===== config.mk =====
export PLATFORM = sky130hd
export DESIGN_NAME = bcd_key_counter_flat
export DESIGN_NICKNAME = d
export VERILOG_FILES = /design/src/rtl/bcd_key_counter_if.sv /design/src/rtl/bcd_key_counter.sv /design/src/flat_wrapper.sv
export SDC_FILE = /design/constraint.sdc
export NUM_CORES = 1
export LEC_CHECK = 0
export ABC_CLOCK_PERIOD_IN_PS = 5600
export CORE_MARGIN = 1
export CORE_UTILIZATION = 50
export DETAILED_ROUTE_END_ITERATION = 6
export DONT_BUFFER_PORTS = 1
export SETUP_SLACK_MARGIN = 0.2
export SLEW_MARGIN = 20
export SYNTH_ARGS = -nofsm -noshare
export SYNTH_HDL_FRONTEND = slang
export SYNTH_SLANG_ARGS = --single-unit

===== constraint.sdc =====
create_clock -name CLOCK_50 -period 5.6 [get_ports CLOCK_50]
set_clock_uncertainty 0.2 [all_clocks]
set_input_delay 0.84 -clock CLOCK_50 [delete_from_list [all_inputs] [get_ports CLOCK_50]]
set_output_delay 0.84 -clock CLOCK_50 [all_outputs]
set_load 0.01 [all_outputs]

===== src/rtl/bcd_key_counter_if.sv =====
// Control and display bus of the two-digit BCD key counter.
// The master side drives keys, load and auto-count; the slave side is the counter itself.
interface bcd_key_counter_if;
  logic       key_up_n;
  logic       key_down_n;
  logic       load;
  logic [7:0] load_value;
  logic       auto_en;
  logic [7:0] count;
  logic       carry;
  logic       borrow;

  modport master (
    output key_up_n, key_down_n, load, load_value, auto_en,
    input  count, carry, borrow
  );

  modport slave (
    input  key_up_n, key_down_n, load, load_value, auto_en,
    output count, carry, borrow
  );
endinterface


===== src/rtl/bcd_key_counter.sv =====
// Two-digit BCD up/down counter driven by debounced pushbuttons, a periodic auto tick and a load strobe.
// Index 0 of the per-key arrays is the up key, index 1 the down key.
module bcd_key_counter #(
  parameter int DEBOUNCE_CYCLES = 500000,
  parameter int TICK_CYCLES     = 50000000
) (
  input logic              CLOCK_50,
  input logic              rst_n,
  bcd_key_counter_if.slave bus
);

  localparam int DB_W = (DEBOUNCE_CYCLES > 2) ? $clog2(DEBOUNCE_CYCLES) : 1;
  localparam int TK_W = (TICK_CYCLES > 2) ? $clog2(TICK_CYCLES) : 1;
  localparam logic [DB_W-1:0] DB_MAX  = DB_W'(DEBOUNCE_CYCLES - 1);
  localparam logic [DB_W-1:0] DB_ONE  = DB_W'(1);
  localparam logic [DB_W-1:0] DB_ZERO = DB_W'(0);
  localparam logic [TK_W-1:0] TK_MAX  = TK_W'(TICK_CYCLES - 1);
  localparam logic [TK_W-1:0] TK_ONE  = TK_W'(1);
  localparam logic [TK_W-1:0] TK_ZERO = TK_W'(0);

  logic [1:0]      keys_s;
  logic [1:0]      sync0_r;
  logic [1:0]      sync1_r;
  logic [1:0]      db_r;
  logic [1:0]      evt_r;
  logic [DB_W-1:0] db_cnt_r [2];
  logic [TK_W-1:0] pre_r;
  logic            tick_s;
  logic            inc_s;
  logic            dec_s;
  logic [7:0]      count_r;
  logic            carry_r;
  logic            borrow_r;
  logic [7:0]      count_nx_s;
  logic            carry_nx_s;
  logic            borrow_nx_s;

  function automatic logic [7:0] bcd_sanitize(input logic [7:0] v);
    logic [3:0] tens;
    logic [3:0] units;
    tens  = (v[7:4] > 4'd9) ? 4'd0 : v[7:4];
    units = (v[3:0] > 4'd9) ? 4'd0 : v[3:0];
    return {tens, units};
  endfunction

  function automatic logic [7:0] bcd_inc(input logic [7:0] v);
    logic [3:0] tens;
    logic [3:0] units;
    tens  = v[7:4];
    units = v[3:0];
    if (units == 4'd9) begin
      units = 4'd0;
      tens  = (tens == 4'd9) ? 4'd0 : tens + 4'd1;
    end else begin
      units = units + 4'd1;
    end
    return {tens, units};
  endfunction

  function automatic logic [7:0] bcd_dec(input logic [7:0] v);
    logic [3:0] tens;
    logic [3:0] units;
    tens  = v[7:4];
    units = v[3:0];
    if (units == 4'd0) begin
      units = 4'd9;
      tens  = (tens == 4'd0) ? 4'd9 : tens - 4'd1;
    end else begin
      units = units - 4'd1;
    end
    return {tens, units};
  endfunction

  assign keys_s = {bus.key_down_n, bus.key_up_n};

  // Two-flop synchronizers; idle level is released (high).
  always_ff @(posedge CLOCK_50 or negedge rst_n) begin
    if (!rst_n) begin
      sync0_r <= 2'b11;
      sync1_r <= 2'b11;
    end else begin
      sync0_r <= keys_s;
      sync1_r <= sync0_r;
    end
  end

  // Debounce: a level change is accepted after DEBOUNCE_CYCLES consecutive differing samples.
  always_ff @(posedge CLOCK_50 or negedge rst_n) begin
    if (!rst_n) begin
      db_r  <= 2'b11;
      evt_r <= 2'b00;
      for (int i = 0; i < 2; i++) begin
        db_cnt_r[i] <= DB_ZERO;
      end
    end else begin
      for (int i = 0; i < 2; i++) begin
        evt_r[i] <= 1'b0;
        if (sync1_r[i] != db_r[i]) begin
          if (db_cnt_r[i] == DB_MAX) begin
            db_r[i]     <= sync1_r[i];
            db_cnt_r[i] <= DB_ZERO;
            evt_r[i]    <= ~sync1_r[i];
          end else begin
            db_cnt_r[i] <= db_cnt_r[i] + DB_ONE;
          end
        end else begin
          db_cnt_r[i] <= DB_ZERO;
        end
      end
    end
  end

  // Auto-count prescaler, parked at zero while auto counting is off.
  always_ff @(posedge CLOCK_50 or negedge rst_n) begin
    if (!rst_n) begin
      pre_r <= TK_ZERO;
    end else if (!bus.auto_en) begin
      pre_r <= TK_ZERO;
    end else if (pre_r == TK_MAX) begin
      pre_r <= TK_ZERO;
    end else begin
      pre_r <= pre_r + TK_ONE;
    end
  end

  // Count direction requests for this cycle.
  always_comb begin
    tick_s = bus.auto_en & (pre_r == TK_MAX);
    inc_s  = evt_r[0] | tick_s;
    dec_s  = evt_r[1];
  end

  // Next count: load wins, simultaneous up and down cancel.
  always_comb begin
    count_nx_s  = count_r;
    carry_nx_s  = 1'b0;
    borrow_nx_s = 1'b0;
    if (bus.load) begin
      count_nx_s = bcd_sanitize(bus.load_value);
    end else if (inc_s && dec_s) begin
      count_nx_s = count_r;
    end else if (inc_s) begin
      count_nx_s = bcd_inc(count_r);
      carry_nx_s = (count_r == 8'h99);
    end else if (dec_s) begin
      count_nx_s  = bcd_dec(count_r);
      borrow_nx_s = (count_r == 8'h00);
    end else begin
      count_nx_s = count_r;
    end
  end

  // Registered count and wrap pulses.
  always_ff @(posedge CLOCK_50 or negedge rst_n) begin
    if (!rst_n) begin
      count_r  <= 8'h00;
      carry_r  <= 1'b0;
      borrow_r <= 1'b0;
    end else begin
      count_r  <= count_nx_s;
      carry_r  <= carry_nx_s;
      borrow_r <= borrow_nx_s;
    end
  end

  assign bus.count  = count_r;
  assign bus.carry  = carry_r;
  assign bus.borrow = borrow_r;

endmodule


===== src/flat_wrapper.sv =====
// flat-port wrapper written by rule: the top's interface ports become plain ports
module bcd_key_counter_flat 
#(
  parameter int DEBOUNCE_CYCLES = 500000,
  parameter int TICK_CYCLES     = 50000000
)
  (CLOCK_50, rst_n, bus_key_up_n, bus_key_down_n, bus_load, bus_load_value, bus_auto_en, bus_count, bus_carry, bus_borrow);
  bcd_key_counter_if bus_i ();
  input logic CLOCK_50;
  input logic rst_n;
  input wire logic [$bits(bus_i.key_up_n)-1:0] bus_key_up_n;
  input wire logic [$bits(bus_i.key_down_n)-1:0] bus_key_down_n;
  input wire logic [$bits(bus_i.load)-1:0] bus_load;
  input wire logic [$bits(bus_i.load_value)-1:0] bus_load_value;
  input wire logic [$bits(bus_i.auto_en)-1:0] bus_auto_en;
  output wire logic [$bits(bus_i.count)-1:0] bus_count;
  output wire logic [$bits(bus_i.carry)-1:0] bus_carry;
  output wire logic [$bits(bus_i.borrow)-1:0] bus_borrow;
  assign bus_i.key_up_n = bus_key_up_n;
  assign bus_i.key_down_n = bus_key_down_n;
  assign bus_i.load = bus_load;
  assign bus_i.load_value = bus_load_value;
  assign bus_i.auto_en = bus_auto_en;
  assign bus_count = bus_i.count;
  assign bus_carry = bus_i.carry;
  assign bus_borrow = bus_i.borrow;
  bcd_key_counter #(.DEBOUNCE_CYCLES(DEBOUNCE_CYCLES), .TICK_CYCLES(TICK_CYCLES)) u_core (.CLOCK_50(CLOCK_50), .rst_n(rst_n), .bus(bus_i));
endmodule

## Yosys cells after proc, flatten, opt, wreduce, memory -nomap -nowiden

Cells that the tools add are included.
Widths: inputs -> output; s select.

| storage, ports and cells | value |
|---|---|
| logic and storage cells | 74 |
| output and inout bits | 10 |
| input port bits | 14 |
| register bits after elaboration | 82 |

| operators by class | value |
|---|---|
| eq/ne operators | 10 |
| bitwise gates (word level) | 4 |
| reduce and logical (&&, ||, !) cells | 10 |
| mux-type cells | 29 |
| add/sub/neg operators | 7 |
| order comparisons | 2 |

Operators by type and width:

| kind | number |
|---|---|
| $mux 19 | 4 |
| $mux 26 | 2 |
| $add 19x1->19 const B | 2 |
| $eq 19x19->1 const B | 2 |
| $mux 4 | 8 |
| $mux 8 | 4 |
| $add 26x1->26 const B | 1 |
| $eq 26x26->1 const B | 1 |
| $mux 1 | 11 |
| $add 4x1->4 const B | 2 |
| $eq 4x4->1 const B | 2 |
| $eq 8x8->1 const B | 1 |
| $gt 4x4->1 const B | 2 |
| $logic_not 4->1 | 2 |
| $logic_not 8->1 | 1 |
| $sub 4x1->4 const B | 2 |
| $reduce_and 2->1 | 3 |
| $reduce_bool 3->1 | 2 |
| $reduce_and 4->1 | 1 |
| $ne 3x3->1 const B | 1 |
| $ne 1x1->1 | 2 |
| $ne 2x2->1 const B | 1 |
| $not 1->1 | 2 |
| $and 1x1->1 | 1 |
| other kinds (2) | 2 |

## Longest topological paths before layout

Gate-level depths: netlist of run 1.

| logic depth | value |
|---|---|
| depth after elaboration | 7 |
| depth in mapped cells | 7 |
| gate-level depth less buffers | 6 |

## Worst setup path before layout of run 1

No wires, ideal clock.

| timing path | value |
|---|---|
| kind | input-to-reg |
| start | input port bus_auto_en |
| end | register u_core.count_r[3], in the netlist u_core.bus.count[3] |
| setup time | 121 ps |
| arrival | 1967 ps |
| cell stages on the path | 6 |
| data required time | 5279 ps |
| path slack | 3312 ps |
| path buffers | 1 |
| cell sequence | and2_1 -> nand4_2 -> o21a_1 -> buf_6 -> o311a_1 -> a22o_1 |

| on the way | value |
|---|---|
| word-level cells in the longest chain between the ends | 5 |
| elaborated cells between the ends (all ways) | 9 |
| those cells by class | 1 x eq/ne; 3 x mux; 2 x bitwise; 3 x reduce/logical |

Ends and longest elaborated chain:

| element | RTL line | text |
|---|---|---|
| start: declaration | flat_wrapper.sv:15 | `input wire logic [$bits(bus_i.auto_en)-1:0] bus_auto_en;` |
| $and 1x1->1 (*) | bcd_key_counter.sv:128 | `tick_s = bus.auto_en & (pre_r == TK_MAX);` |
| $or 1x1->1 (*) | bcd_key_counter.sv:129 | `inc_s = evt_r[0] \| tick_s;` |
| $mux 8 or $logic_and 1x1->1 (tied branches) | bcd_key_counter.sv:142, bcd_key_counter.sv:140 |  |
| $mux 8 or $ne 2x2->1 (tied branches) | n/a |  |
| $mux 8 or $reduce_and 2->1 (tied branches) | n/a |  |
| end signal: assignment | bcd_key_counter.sv:160 | `count_r <= count_nx_s;` |
| end: declaration | bcd_key_counter.sv:31 | `logic [7:0] count_r;` |

Mark *: on every way between the ends. The rest lies on a longest branch, timed or not. The select of a mux whose other input is x is not followed.
A chain may end at the register's enable or synchronous reset.

## Final worst setup path of run 1

| timing path | value |
|---|---|
| start | register u_core.pre_r[0] |
| end | register u_core.pre_r[14] |

| on the way | value |
|---|---|
| word-level cells in the longest chain between the ends | 3 |
| elaborated cells between the ends (all ways) | 4 |
| those cells by class | 1 x add/sub; 1 x eq/ne; 2 x mux |

Ends and longest elaborated chain:

| element | RTL line | text |
|---|---|---|
| start: declaration | bcd_key_counter.sv:27 | `logic [TK_W-1:0] pre_r;` |
| start signal: assignment | bcd_key_counter.sv:122 | `pre_r <= pre_r + TK_ONE;` |
| $add 26x1->26 or $eq 26x26->1 (tied branches) | bcd_key_counter.sv:122, bcd_key_counter.sv:119 |  |
| $mux 26 (*) | bcd_key_counter.sv:119 | `end else if (pre_r == TK_MAX) begin` |
| $mux 26 (*) | bcd_key_counter.sv:117 | `end else if (!bus.auto_en) begin` |

Mark *: on every way between the ends. The rest lies on a longest branch, timed or not.

==> metrics.md, run 1 <==
| Metric | Value |
|---|---|
| Initial antenna violation count | 0 |
| Drc violations | 0 |
| Final Hold Viols | 0 |
| First-pass GRT wire length | 14370 µm |
| Critical Path End | u_core.pre_r[14] |
| Post-synth EDFFs | 0 |
| Post-CTS Setup Bufs | 0 |
| Worst relative slew slack | 0.5029 |
| Clock latency on the worst-skew pair | 0.35 ns |
| Least-Margin Pin Slew | 0.7407 ns |
| Synth top area cells | dfrtp_1, xnor2_1, nor2_1, xor2_1, dfstp_2 |
| Routed vias/inst | 5.580 |
| Drt pass-1 iters | 4 |
| Crit path setup slack, layout | 3.083 ns |
| Data required time of the worst path | 5.64 ns |
| Antenna cells | 0 |
| Sum Neg Setup Slack | 0 ns |
| FP Rows | 33 |
| Post-synth top area share | 0.4437 |
| Critical Path Sink Type | register |
| RePlAce Congestion | 0.8100 |
| Number of cells on the critical path | 7 |
| DRT antenna net count | 0 |
| Number of clock sinks | 82 |
| Die width | 94.59 µm |
| H-tree levels | 3 |
| Most frequent cell after synthesis | nor2_1 |
| Die ar. | 8947 µm² |
| Cell type with the largest total area after synthesis | dfrtp_1 |
| Largest net degree at the start of global routing | 77 |
| Syn avg cell area | 9.400 µm² |
| Yosys reg bits | 82 |
| CTS Hold Bufs | 1 |
| Crit path cell chain | ha_1 -> and4_1 -> and2_1 -> nand3_1 -> o21ai_1 -> buf_4 -> nor2_1 |
| Clk slew on worst S/H paths | 0.08 ns |
| Slowest stage delay, CP | 0.59 ns |
| Starting Density | 0.5191 |
| Final Core Density | 0.5573 |
| CP arrival | 2.56 ns |
| Layout fillers | 730 |
| Distinct cells, synth | 54 |
| Crit share post-route | 0.4495 |
| CTS-repair resized insts | 0 |
| Vias in the first global route | 3103 |
| Nets | 473 |
| Mapped Nets | 473 |
| Slowest CP cell | o21ai_1 |
| Max_cap viols | 0 |
| CTS Buf Count | 9 |
| Area Overhead vs Synth | 7.355% |
| Hold Path Class | in2async |
| Number of DRC markers in iteration 0 | 82 |
| Commonest cells post-synth | nor2_1, dfrtp_1, xnor2_1, nand2_1, nand3_1 |
| DP Wirelength | 5379 µm |
| FFs w/ async S/R, synth | 1.000 |
| Power Density | 256.3 nW/µm² |
| Average wire per standard cell | 14.78 µm |
| Post-Route WL | 8366 µm |
| Number of port buffers | 0 |
| FF-to-FF path depth | 7 |
| Status | finished clean |
| Top FF cell, synth | dfrtp_1 |
| Kind of critical path | reg2reg |
| Crit Path Max Fanout | 16 |
| Dpl ws | 3.021 ns |
| Root Driver | clkbuf_8 |
| Minimum clock period | 2.517 ns |
| Die H | 94.59 µm |
| Synth Warn # | 0 |
| R2r setup slk | 3.08 ns |
| Register area share after synthesis | 0.4804 |
| RR Endpoint | u_core.pre_r[14] |
| Max Root-Sink Buffers | 2 |
| Worst VDD drop | 0.1373 mV |
| Fin. max-slew vios | 0 |
| Seq. cell area | 2059 µm² |
| Leak pwr | 1.814 nW |
| Top Ports | 24 |
| Top delay family on crit path | simple AND/OR/NAND/NOR gates |
| Gr ovfl total | 0 |
| Area of the multi-input gates | 2117 µm² |
| Sum of buffers and inverters on the critical path | 1 |
| Max Clock Freq | 397.3 MHz |
| Post-Syn Area | 4287 µm² |
| Share of layout cells above drive strength 1 | 0.06508 |
| Total core area | 8258 µm² |
| Startpoint Class | register |
| CTS tree | done |
| Reg2reg start | u_core.pre_r[0] |
| Routed via count | 3158 |
| Worst setup path start | u_core.pre_r[0] |
| Tot GR Track Use | 0.2063 |
| Final setup fails | 0 |
| RSZ-0062 raised after global routing | no |
| Syn Inst Count | 456 |
==> final cells by class <==
cell class	count	area share
timing repair buffer	2	0.007613
inverter	13	0.01060
tap	105	0.02855
multi-input combinational	348	0.4600
clock inverter	5	0.01713
clock buffer	11	0.02855
sequential	82	0.4475
==> where the power goes <==
part	switching [mW]	total (mW)	internal, mW
logic	0.0454	0.0769	0.0315
registers	0.0284	0.635	0.606
clock network	0.217	0.468	0.251
total	0.291	1.18	0.889
==> sequential cells by signal, indices dropped and copies added (netlist names) <==
| signal | count |
|---|---|
| u_core.bus.carry | 1 |
| u_core.db_cnt_r | 38 |
| u_core.db_r | 2 |
| u_core.pre_r | 26 |
| u_core.bus.count | 8 |
| u_core.bus.borrow | 1 |
| u_core.sync1_r | 2 |
| u_core.sync0_r | 2 |
| u_core.evt_r | 2 |
==> routing by layer <==
metal	GRT usage	routed length, µm	vias to the layer above
li1	-	-	1581
met1	0.2792	4151	1503
met2	0.3243	3796	60
met3	0.03623	274	14
met4	0.09217	142	0
met5	0	0	-
==> stage by stage <==
step / power, mW / instance area (µm²) / std cells / hold WS [ns]
CTS: 1.192 / 4602 / 566 / 0.1096
global route: 1.233 / 4602 / 566 / 0.1097
global placement: 0.7091 / 4364 / 549 / 0.1465
finish: 1.179 / 4602 / 566 / 0.1271
floorplan: 0.6958 / 4287 / 456 / 0.1452
detailed placement: 0.7102 / 4364 / 549 / 0.1478
==> logic make-up (layout without fill, tap and decap cells) <==
| kind of cell | after synthesis | count (layout) | share of synthesized area |
|---|---|---|---|
| AO/OA/AOI/OAI | 40 | 40 | 0.06422 |
| XOR/XNOR | 62 | 62 | 0.1267 |
| adder cells (fa/ha/maj) | 3 | 3 | 0.008758 |
| buffers and inverters | 26 | 31 | 0.02568 |
| flip-flops | 82 | 82 | 0.4804 |
| multiplexers | 6 | 6 | 0.01489 |
| AND/OR/NAND/NOR | 237 | 237 | 0.2793 |
==> worst min-delay path by stage <==
stage	slack, ns	end	cells after the start
6_report	0.13	u_core.sync1_r[1]	0
5_1_grt	0.11	u_core.db_r[0]	0
4_1_cts	0.11	u_core.db_r[0]	0
3_5_place_dp	0.15	u_core.sync1_r[0]	0
3_3_place_gp	0.15	u_core.sync1_r[0]	0
2_1_floorplan	0.15	u_core.sync1_r[0]	0
==> placed cells by master (no fill, tap or decap), drive strengths merged, types with 4 or more instances in the layout <==
master	n
o211ai	4
xnor2	43
nand2b	4
xor2	19
nor3	23
nand4	11
inv	13
dfstp	6
o21ai	7
and3	8
or4	4
nor4	8
nand3	26
clkbuf	11
nand2	40
dfrtp	76
and2	6
a21oi	8
and4	7
nor2	84
Note: power is estimated with default switching activity, not from simulation.
==> inputs of run 2 (changes only) <==
ABC_CLOCK_PERIOD_IN_PS = 2500   (was 5600)
clock period = 2.5 ns   (was 5.6 ns; I/O delays follow)
==> metrics.md, run 2 (synthesis results as in run 1) <==
| Metric | Value |
|---|---|
| Status | finished with violations (was finished clean) |
| Failing checks | negative hold slack |
| DRT antenna net count | 0 (unchanged) |
| Startpoint Class | register (unchanged) |
| Gr ovfl total | 0 (unchanged) |
| Die H | 94.59 µm (unchanged) |
| Max Clock Freq | 458.0 MHz (was 397.3 MHz) |
| Routed via count | 3266 (was 3158) |
| Max reg flops | 38 (unchanged) |
| Final Core Density | 0.5797 (was 0.5573) |
| Final Instance Count excl. Fillers | 592 (was 566) |
| DP Wirelength | 5564 µm (was 5379 µm) |
| CTS tree | done (unchanged) |
| Data required time of the worst path | 2.54 ns (was 5.64 ns) |
| Routed vias/inst | 5.517 (was 5.580) |
| Post-Route WL | 8481 µm (was 8366 µm) |
| Antenna cells | 0 (unchanged) |
| RSZ-0062 raised after global routing | yes (was no) |
| Worst VDD drop | 0.3175 mV (was 0.1373 mV) |
| RePlAce Congestion | 0.8047 (was 0.8100) |
| Max_cap viols | 0 (unchanged) |
| Kind of critical path | reg2reg (unchanged) |
| Final hold slack | -0.4955 ns (was 0.1271 ns) |
| Drc violations | 0 (unchanged) |
| Crit share post-route | 0.8734 (was 0.4495) |
| Fin. max-slew vios | 0 (unchanged) |
| Number of port buffers | 0 (unchanged) |
| Least-Margin Pin Slew | 0.5044 ns (was 0.7407 ns) |
| Max Root-Sink Buffers | 2 (unchanged) |
| Root Driver | clkbuf_8 (unchanged) |
| Sum Neg Setup Slack | 0 ns (unchanged) |
| Worst relative slew slack | 0.6611 (was 0.5029) |
| FP Rows | 33 (unchanged) |
| Top Ports | 24 (unchanged) |
| Dpl ws | 0.1191 ns (was 3.021 ns) |
| Power Density | 505.8 nW/µm² (was 256.3 nW/µm²) |
| CTS Buf Count | 9 (unchanged) |
| Nets | 499 (was 473) |
| Die ar. | 8947 µm² (unchanged) |
| Average wire per standard cell | 14.33 µm (was 14.78 µm) |
| Final Hold Viols | 82 (was 0) |
| Crit Path Max Fanout | 7 (was 16) |
| Initial antenna violation count | 0 (unchanged) |
| Largest net degree at the start of global routing | 83 (was 77) |
| Most common cell after layout, fill and taps aside | nor2_1 (unchanged) |
| Total core area | 8258 µm² (unchanged) |
| H-tree levels | 3 (unchanged) |
| Critical Path Sink Type | register (unchanged) |
| CTS Hold Bufs | 9 (was 1) |
| Total Power | 2.421 mW (was 1.179 mW) |
| Hold Path Class | in2async (unchanged) |
| Number of DRC markers in iteration 0 | 83 (was 82) |
| Tot GR Track Use | 0.2036 (was 0.2063) |
| Largest Register | u_core.db_cnt_r (unchanged) |
| Vias in the first global route | 3151 (was 3103) |
| Crit path setup slack, layout | 0.3165 ns (was 3.083 ns) |
| First-pass GRT wire length | 14340 µm (was 14370 µm) |
| Most frequent cells in the layout | nor2_1, dfrtp_1, xnor2_1, nand2_1, nand3_1 (unchanged) |
| Leak pwr | 1.902 nW (was 1.814 nW) |
| Drt pass-1 iters | 4 (unchanged) |
| Starting Density | 0.5191 (unchanged) |
| CP arrival | 2.22 ns (was 2.56 ns) |
| Minimum clock period | 2.184 ns (was 2.517 ns) |
| Clk slew on worst S/H paths | 0.09 ns (was 0.08 ns) |
| Number of clock sinks | 82 (unchanged) |
| Die width | 94.59 µm (unchanged) |
| Share of layout cells above drive strength 1 | 0.1129 (was 0.06508) |
| Clock latency on the worst-skew pair | 0.35 ns (about the same) |
| Layout fillers | 731 (was 730) |
| Placed cells | 562 (was 549) |
| Area Overhead vs Synth | 11.68% (was 7.355%) |
| Final setup fails | 0 (unchanged) |
-- run 2: metrics by stage --
step,hold slack (ns),instance area (µm²)
2_1_floorplan,-0.1206,4287
3_3_place_gp,-0.1190,4462
3_5_place_dp,-0.1188,4462
4_1_cts,-0.5038,4737
5_1_grt,-0.5186,4787
6_report,-0.4955,4787
-- run 2: area by class of cell --
class	count	area, µm²	share of cell area
Timing Repair Buffer	28	232.7	0.04861
Inverter	13	48.80	0.01019
Tap cell	105	131.4	0.02744
Multi-Input combinational cell	348	2151	0.4493
Sequential cell	82	2061	0.4305
Clock buffer	10	127.6	0.02666
Clock inverter	6	35.03	0.007318
-- run 2: layer usage --
metal  wire length (µm)  GRT usage  up-vias
met2               4034     0.3357       51
met4                140    0.07702        0
met3                273    0.03784       16
met1               4034     0.2664     1569
li1                   -          -     1630
met5                  0          0        -
-- run 2: power breakdown --
group / switching, mW / internal [mW] / total, mW
Combinational: 0.103 / 0.0918 / 0.195
Clock: 0.466 / 0.354 / 0.820
Sequential: 0.0483 / 1.36 / 1.41
Total: 0.617 / 1.80 / 2.42
-- run 2: worst paths after layout --
kind / from / to / slack (ns) / cells past startpoint
max in group asynchronous: rst_n / u_core.sync0_r[1] / 2.36 / 0
worst min register to register: u_core.sync0_r[1] / u_core.sync1_r[1] / 0.16 / 0
worst min-delay path: rst_n / u_core.bus.count[4] / -0.50 / 0
worst max register to register: u_core.pre_r[0] / u_core.bus.count[6] / 0.32 / 6
worst max-delay path: u_core.pre_r[0] / u_core.bus.count[6] / 0.32 / 6
min in group CLOCK_50: bus_load / u_core.bus.count[4] / 0.01 / 2
-- run 2: critical path: stages (launching register included) --
cell and delay [ns]:
dfrtp_1 0.44, ha_4 0.17, and4_4 0.26, nand4_4 0.15
o21a_2 0.29, o211ai_1 0.22, mux2_2 0.36
-- run 2: timing repair --
item,CTS,global route
endpoints found under the hold margin,91,82
setup endpoints to repair,1,27
gates cloned,0,0
pin swaps,2,3
gates resized for setup,0,11
setup buffers,3,2
